<file path="src/rtl/uart_rx_cfg.sv">
// uart_rx_cfg: runtime-configurable UART receiver.
// 5-8 data bits, none/even/odd parity, 1 or 2 stop bits, programmable
// oversample divider. Each bit is resolved by a 3-sample majority vote at
// mid-bit. Character, parity/framing errors and break are reported together
// on a single-cycle data_valid pulse and held until the next one.
module uart_rx_cfg #(
  parameter int OVERSAMPLE = 16,
  parameter int DIV_WIDTH  = 12
) (
  input  logic                 clk,
  input  logic                 rst_n,
  input  logic                 rx_input,
  input  logic [DIV_WIDTH-1:0] baud_div,
  input  logic [1:0]           data_bits,
  input  logic [1:0]           parity_mode,
  input  logic                 two_stop,
  output logic [7:0]           byte_data,
  output logic                 data_valid,
  output logic                 parity_err,
  output logic                 frame_err,
  output logic                 break_det,
  output logic                 busy
);

  localparam int SW = $clog2(OVERSAMPLE);
  localparam logic [SW-1:0]        S_LAST  = SW'(OVERSAMPLE - 1);
  localparam logic [SW-1:0]        S_A     = SW'(OVERSAMPLE / 2 - 1);
  localparam logic [SW-1:0]        S_B     = SW'(OVERSAMPLE / 2);
  localparam logic [SW-1:0]        S_C     = SW'(OVERSAMPLE / 2 + 1);
  localparam logic [SW-1:0]        S_ZERO  = {SW{1'b0}};
  localparam logic [SW-1:0]        S_ONE   = {{(SW-1){1'b0}}, 1'b1};
  localparam logic [DIV_WIDTH-1:0] DIV_ZERO = {DIV_WIDTH{1'b0}};
  localparam logic [DIV_WIDTH-1:0] DIV_ONE  = {{(DIV_WIDTH-1){1'b0}}, 1'b1};

  typedef enum logic [2:0] {
    IDLE   = 3'd0,
    START  = 3'd1,
    DATA   = 3'd2,
    PARITY = 3'd3,
    STOP1  = 3'd4,
    STOP2  = 3'd5
  } state_t;

  // Parity over the assembled character; upper unused bits are always 0.
  function automatic logic parity_calc(input logic [7:0] d, input logic odd);
    return (^d) ^ odd;
  endfunction

  // Two-of-three majority.
  function automatic logic majority3(input logic a, input logic b, input logic c);
    return (a & b) | (a & c) | (b & c);
  endfunction

  state_t                 state_r, state_nxt;
  logic                   rx_meta_r, rx_sync_r, rx_prev_r;
  logic                   rx_s, fall_s;
  logic [DIV_WIDTH-1:0]   div_cnt_r, div_lat_r;
  logic                   tick_s;
  logic [SW-1:0]          s_cnt_r;
  logic                   samp_a_r, samp_b_r;
  logic                   vote_s, decide_s;
  logic [1:0]             nbits_lat_r, pmode_lat_r;
  logic                   two_stop_lat_r, par_en_s;
  logic [2:0]             bit_idx_r, last_idx_s;
  logic [7:0]             shift_r;
  logic                   zero_r, par_err_r, frm_r, brk_r;
  logic                   start_s, store_s, par_chk_s, stop1_s, stop2_s, finish_s;
  logic                   frm_now_s, brk_now_s;
  logic                   busy_r;

  assign rx_s       = rx_sync_r;
  assign fall_s     = rx_prev_r & ~rx_s;
  assign tick_s     = (div_cnt_r == div_lat_r);
  assign vote_s     = majority3(samp_a_r, samp_b_r, rx_s);
  assign decide_s   = tick_s && (s_cnt_r == S_C) && (state_r != IDLE);
  assign par_en_s   = (pmode_lat_r == 2'd1) || (pmode_lat_r == 2'd2);
  assign last_idx_s = 3'd4 + {1'b0, nbits_lat_r};
  assign busy       = busy_r;

  // Two-flop synchroniser plus previous-value flop for falling-edge detection.
  always_ff @(posedge clk or negedge rst_n) begin
    if (!rst_n) begin
      rx_meta_r <= 1'b1;
      rx_sync_r <= 1'b1;
      rx_prev_r <= 1'b1;
    end else begin
      rx_meta_r <= rx_input;
      rx_sync_r <= rx_meta_r;
      rx_prev_r <= rx_sync_r;
    end
  end

  // Next-state logic and per-decision control strobes.
  always_comb begin
    state_nxt = state_r;
    start_s   = 1'b0;
    store_s   = 1'b0;
    par_chk_s = 1'b0;
    stop1_s   = 1'b0;
    stop2_s   = 1'b0;
    finish_s  = 1'b0;
    case (state_r)
      IDLE: begin
        if (fall_s) begin
          state_nxt = START;
          start_s   = 1'b1;
        end else begin
          state_nxt = IDLE;
        end
      end
      START: begin
        if (decide_s) begin
          if (!vote_s) begin
            state_nxt = DATA;
          end else begin
            state_nxt = IDLE;
          end
        end else begin
          state_nxt = START;
        end
      end
      DATA: begin
        if (decide_s) begin
          store_s = 1'b1;
          if (bit_idx_r == last_idx_s) begin
            if (par_en_s) begin
              state_nxt = PARITY;
            end else begin
              state_nxt = STOP1;
            end
          end else begin
            state_nxt = DATA;
          end
        end else begin
          state_nxt = DATA;
        end
      end
      PARITY: begin
        if (decide_s) begin
          par_chk_s = 1'b1;
          state_nxt = STOP1;
        end else begin
          state_nxt = PARITY;
        end
      end
      STOP1: begin
        if (decide_s) begin
          stop1_s = 1'b1;
          if (two_stop_lat_r) begin
            state_nxt = STOP2;
          end else begin
            state_nxt = IDLE;
            finish_s  = 1'b1;
          end
        end else begin
          state_nxt = STOP1;
        end
      end
      STOP2: begin
        if (decide_s) begin
          stop2_s   = 1'b1;
          finish_s  = 1'b1;
          state_nxt = IDLE;
        end else begin
          state_nxt = STOP2;
        end
      end
      default: begin
        state_nxt = IDLE;
      end
    endcase
  end

  // Final flag values including the stop bit being decided this cycle.
  always_comb begin
    frm_now_s = frm_r;
    brk_now_s = brk_r;
    if (stop1_s) begin
      frm_now_s = ~vote_s;
      brk_now_s = zero_r & ~vote_s;
    end else if (stop2_s) begin
      frm_now_s = frm_r | ~vote_s;
      brk_now_s = brk_r;
    end else begin
      frm_now_s = frm_r;
      brk_now_s = brk_r;
    end
  end

  // State register; busy mirrors "not IDLE" as a registered output.
  always_ff @(posedge clk or negedge rst_n) begin
    if (!rst_n) begin
      state_r <= IDLE;
      busy_r  <= 1'b0;
    end else begin
      state_r <= state_nxt;
      busy_r  <= (state_nxt != IDLE);
    end
  end

  // Oversample tick divider; held at zero while idle so a start edge restarts it.
  always_ff @(posedge clk or negedge rst_n) begin
    if (!rst_n) begin
      div_cnt_r <= DIV_ZERO;
    end else if (state_r == IDLE) begin
      div_cnt_r <= DIV_ZERO;
    end else if (tick_s) begin
      div_cnt_r <= DIV_ZERO;
    end else begin
      div_cnt_r <= div_cnt_r + DIV_ONE;
    end
  end

  // Sample position within the bit and the first two mid-bit samples.
  always_ff @(posedge clk or negedge rst_n) begin
    if (!rst_n) begin
      s_cnt_r  <= S_ZERO;
      samp_a_r <= 1'b0;
      samp_b_r <= 1'b0;
    end else if (state_r == IDLE) begin
      s_cnt_r  <= S_ZERO;
    end else if (tick_s) begin
      s_cnt_r <= (s_cnt_r == S_LAST) ? S_ZERO : (s_cnt_r + S_ONE);
      if (s_cnt_r == S_A) begin
        samp_a_r <= rx_s;
      end
      if (s_cnt_r == S_B) begin
        samp_b_r <= rx_s;
      end
    end
  end

  // Frame configuration is captured at start detection and held for the frame.
  always_ff @(posedge clk or negedge rst_n) begin
    if (!rst_n) begin
      div_lat_r      <= DIV_ZERO;
      nbits_lat_r    <= 2'd0;
      pmode_lat_r    <= 2'd0;
      two_stop_lat_r <= 1'b0;
    end else if (start_s) begin
      div_lat_r      <= baud_div;
      nbits_lat_r    <= data_bits;
      pmode_lat_r    <= parity_mode;
      two_stop_lat_r <= two_stop;
    end
  end

  // Character assembly and error accumulation across the frame.
  always_ff @(posedge clk or negedge rst_n) begin
    if (!rst_n) begin
      bit_idx_r <= 3'd0;
      shift_r   <= 8'h00;
      zero_r    <= 1'b0;
      par_err_r <= 1'b0;
      frm_r     <= 1'b0;
      brk_r     <= 1'b0;
    end else if (start_s) begin
      bit_idx_r <= 3'd0;
      shift_r   <= 8'h00;
      zero_r    <= 1'b1;
      par_err_r <= 1'b0;
      frm_r     <= 1'b0;
      brk_r     <= 1'b0;
    end else if (store_s) begin
      shift_r[bit_idx_r] <= vote_s;
      bit_idx_r          <= bit_idx_r + 3'd1;
      zero_r             <= zero_r & ~vote_s;
    end else if (par_chk_s) begin
      par_err_r <= (vote_s != parity_calc(shift_r, pmode_lat_r == 2'd2));
      zero_r    <= zero_r & ~vote_s;
    end else if (stop1_s || stop2_s) begin
      frm_r <= frm_now_s;
      brk_r <= brk_now_s;
    end
  end

  // Registered character outputs; updated only when a frame completes.
  always_ff @(posedge clk or negedge rst_n) begin
    if (!rst_n) begin
      data_valid <= 1'b0;
      byte_data  <= 8'h00;
      parity_err <= 1'b0;
      frame_err  <= 1'b0;
      break_det  <= 1'b0;
    end else begin
      data_valid <= finish_s;
      if (finish_s) begin
        byte_data  <= shift_r;
        parity_err <= par_err_r;
        frame_err  <= frm_now_s;
        break_det  <= brk_now_s;
      end
    end
  end

endmodule
</file>
<file path="config.mk">
export PLATFORM = sky130hd
export DESIGN_NAME = uart_rx_cfg
export DESIGN_NICKNAME = d
export VERILOG_FILES = /design/src/rtl/uart_rx_cfg.sv
export SDC_FILE = /design/constraint.sdc
export NUM_CORES = 1
export LEC_CHECK = 0
export BUFFER_PORTS_ARGS = -buffer_cell sky130_fd_sc_hd__buf_2
export CAP_MARGIN = 20
export CORE_AREA = 3 3 91 93
export CTS_CLUSTER_DIAMETER = 150
export DETAILED_ROUTE_END_ITERATION = 12
export DIE_AREA = 0 0 94 96
export PLACE_DENSITY = 0.73
export SLEW_MARGIN = 20
export SYNTH_ARGS = -nofsm -noshare
export SYNTH_HDL_FRONTEND = slang
export SYNTH_SLANG_ARGS = --single-unit
</file>
<file path="constraint.sdc">
create_clock -name clk -period 5.3 [get_ports clk]
set_input_delay 1.06 -clock clk [delete_from_list [all_inputs] [get_ports clk]]
set_output_delay 1.06 -clock clk [all_outputs]
set_load 0.01 [all_outputs]
</file>
==> impl_results.md <==
* Commonest cells post-synth: 66 x dfrtp_1, 65 x nand2_1, 34 x nor2_1
* DRT Wirelength at 6860 µm
* Gp weighted congestion at about 0.86
* Critical path origin: s_cnt_r[1]$_DFFE_PN0P_
* Crit path max fanout at 8
* EDFF count, synth at 0
* Main synth FF type: dfrtp_1
* Min Tclk post-route at 2.64 ns
* Final #Nets at 397
* # rows at 32
* Sequential area share after synthesis at 51.2%
* Vias/cell at 5.24
* Cell count after placement at 462
* Synth warnings at 0
* Cts hold-fix bufs at 0
* Drt pass-1 iters at 4
* CTS root buf: clkbuf_8
* WP data required at 5.56 ns
* Synth Instances at 340
* Global-route wire length before repair at 11400 µm
* Setup Skew at 0.00704 ns
* Residual DRC count at 0
* Fin worst setup slack at ~2.7 ns
* Area leader, netlist: dfrtp_1
* N_diodes at 0
* Starting Density at 44.4%
* Max Freq at 0.378 GHz
* Dpl ws at 2.45 ns
* Top area cells in the synthesized netlist: dfrtp_1 49%, nand2_1 7.2%, xnor2_1 4.9%
* Vias at 2499
* Num CTS Buffers at 9
* H-tree depth at 3
* Ys async rst share at 100%
* Area grow syn2layout at 13.9%
* Yosys cell types at 46
* Syn_area_per_cell at between 9 and 10 µm²
* Post-route insts no fill at 477
* Final ANT Viol Nets at 0
* Slew headroom at 38.0%
* Die Span Y at 96 µm
* Cell Chain, Critical Path: inv_1, ha_1, nand3b_1, or2_2, or4_1, or4_1, a21oi_1
* Vias in the first global route at 2390
* Clock slew at reported path FFs at about 0.07 ns
* Max Cap Violations at 0
* CP Launch Type: register
* Final Setup Violations at 0
* Core area at roughly 0.0076 mm²
* Slowest-stage cell, CP: or4_1
* Largest net degree at the start of global routing at 37
* Fin util at about 50%
* Min-delay worst type: register to register
* Overall Power at around 1.4 mW
* Post_cts resized at 0
* Top-count cell post-synth: dfrtp_1
* Final Max Slew Viols at 0
* Outcome: finished, final reports clean
* Period utilization at 49.9%
* Leakage power figure at about 1.9 nW
* Setup TNS at 0 ns
* RSZ-0062 raised after global routing: false
* Worst hold path startpoint: rx_meta_r$_DFF_PN1_
* Share of layout cells above drive strength 1 at 18.4%
* GRT Overall Usage at 16.3%
* Port buffer count at 32
* Least-Margin Pin Slew at between 0.9 and 1 ns
* CP Class: register to register
* DRT iter0 DRCs at 82
* DR WL/cell at 14.4 µm
* Detailed placer's ending HPWL at 4760 µm
* Hold Vio Cnt, Final at 0
* Post-CTS Setup Bufs at 0
* Clk sinks at between 60 and 70
* CP most frequent cell: or4_1
* Reg2reg start: s_cnt_r[1]$_DFFE_PN0P_
* Die Area at 0.00902 mm²
* Max Buffers Root-to-Sink at 2
* TritonCTS clock tree: built
* Netlist Area Pre-Place at 0.00338 mm²
* Maximum VDD drop at between 0.15 and 0.2 mV
* Critical path data arrival time at roughly 2.9 ns
* Grt total ovfl at 0
* Yosys reg bits at 69
* Ports at 33
* Clk_lat worst skew at 0.34 ns
* Crit-path max cell delay at roughly 0.67 ns
* Share of Yosys cell area claimed by the top area cell type at 48.9%
* Die W at 94 µm
* Syn_nets at 366
* PwrDens at 375 mW/mm²
* Initial antenna violation count at 0
* Crit end category: register
registers in the layout, indices dropped and copies added, names as in the netlist, 2 cells and up:
register and flops:
bit_idx_r 3, s_cnt_r 4, byte_data 8, div_cnt_r 12
nbits_lat_r 2, div_lat_r 12, pmode_lat_r 2, state_r 3
shift_r 8
routing by layer:
layer  up-vias  share of wire (%)  wire [µm]  global-route usage [%]
met5         -                  0          0                       0
met4         0                1.7        114                    6.74
met3        14                4.6        318                    3.52
met2        57                 50       3420                    27.6
met1      1215                 44       3010                    20.4
li1       1213                  -          -                       -
power by group:
group          leakage (nW)  switching, mW  total, mW  internal (mW)
clock network         0.105          0.190      0.465          0.275
logic                 0.902          0.172      0.296          0.124
registers             0.910         0.0759      0.683          0.608
total                  1.92          0.439       1.44           1.01
cell type report:
cell class | instances | area (µm²)
timing repair buffer | 34 | 175
inverter | 9 | 33.8
multi-input combinational | 248 | 1570
clock buffer | 11 | 141
tap | 102 | 128
clock inverter | 4 | 72.6
sequential | 69 | 1730
fill | 702 | 3760
cell usage in the layout, fill, tap and decap left out, drive strengths merged, types with 6 or more instances in the layout:
cell type  synthesis  final
dfrtp             66     66
nand2             65     65
nor2              34     34
buf                5     34
xnor2             19     19
xor2              16     16
nand3             12     12
mux2              11     11
mux2i             11     11
clkbuf             9     11
inv                9      9
nand4              8      8
o21ai              7      7
ha                 6      6
nor3               6      6
logic make-up after synthesis:
group	count (synthesis)	synth area share, %
AOI/OAI and AO/OA	24	4.52
xor gates and xnor gates	35	9.07
adders and majority gates	7	2.52
buffers and inverters	23	2.67
DFF	69	51.2
muxes	22	6.93
and+or+nand+nor	160	23.1
critical path: cells and delay by family (launching register included):
kind,cells,cell delay (ns)
DFF,1,0.43
AOI/OAI and AO/OA,1,0.15
adders and majority gates,1,0.14
and+or+nand+nor,4,1.74
buffers and inverters,1,0.10
worst paths after layout:
kind                                                 end  slack (ns)  cells after the start
worst max-delay path                   brk_r$_DFFE_PN0P_        2.66                      7
min in group asynchronous       byte_data[7]$_DFFE_PN0P_        0.80                      1
worst max register to register         brk_r$_DFFE_PN0P_        2.66                      7
worst min-delay path                      rx_s$_DFF_PN1_        0.36                      0
max in group asynchronous           data_valid$_DFF_PN0_        3.57                      2
worst min register to register            rx_s$_DFF_PN1_        0.36                      0
per-stage QoR:
stage	hold slack [ns]	instance area, µm²
after floorplan	0.345	3380
after global placement	0.346	3620
final	0.358	3850
after CTS	0.359	3840
after detailed placement	0.349	3620
after global routing	0.362	3850
Power figures use the tool's default switching activity.
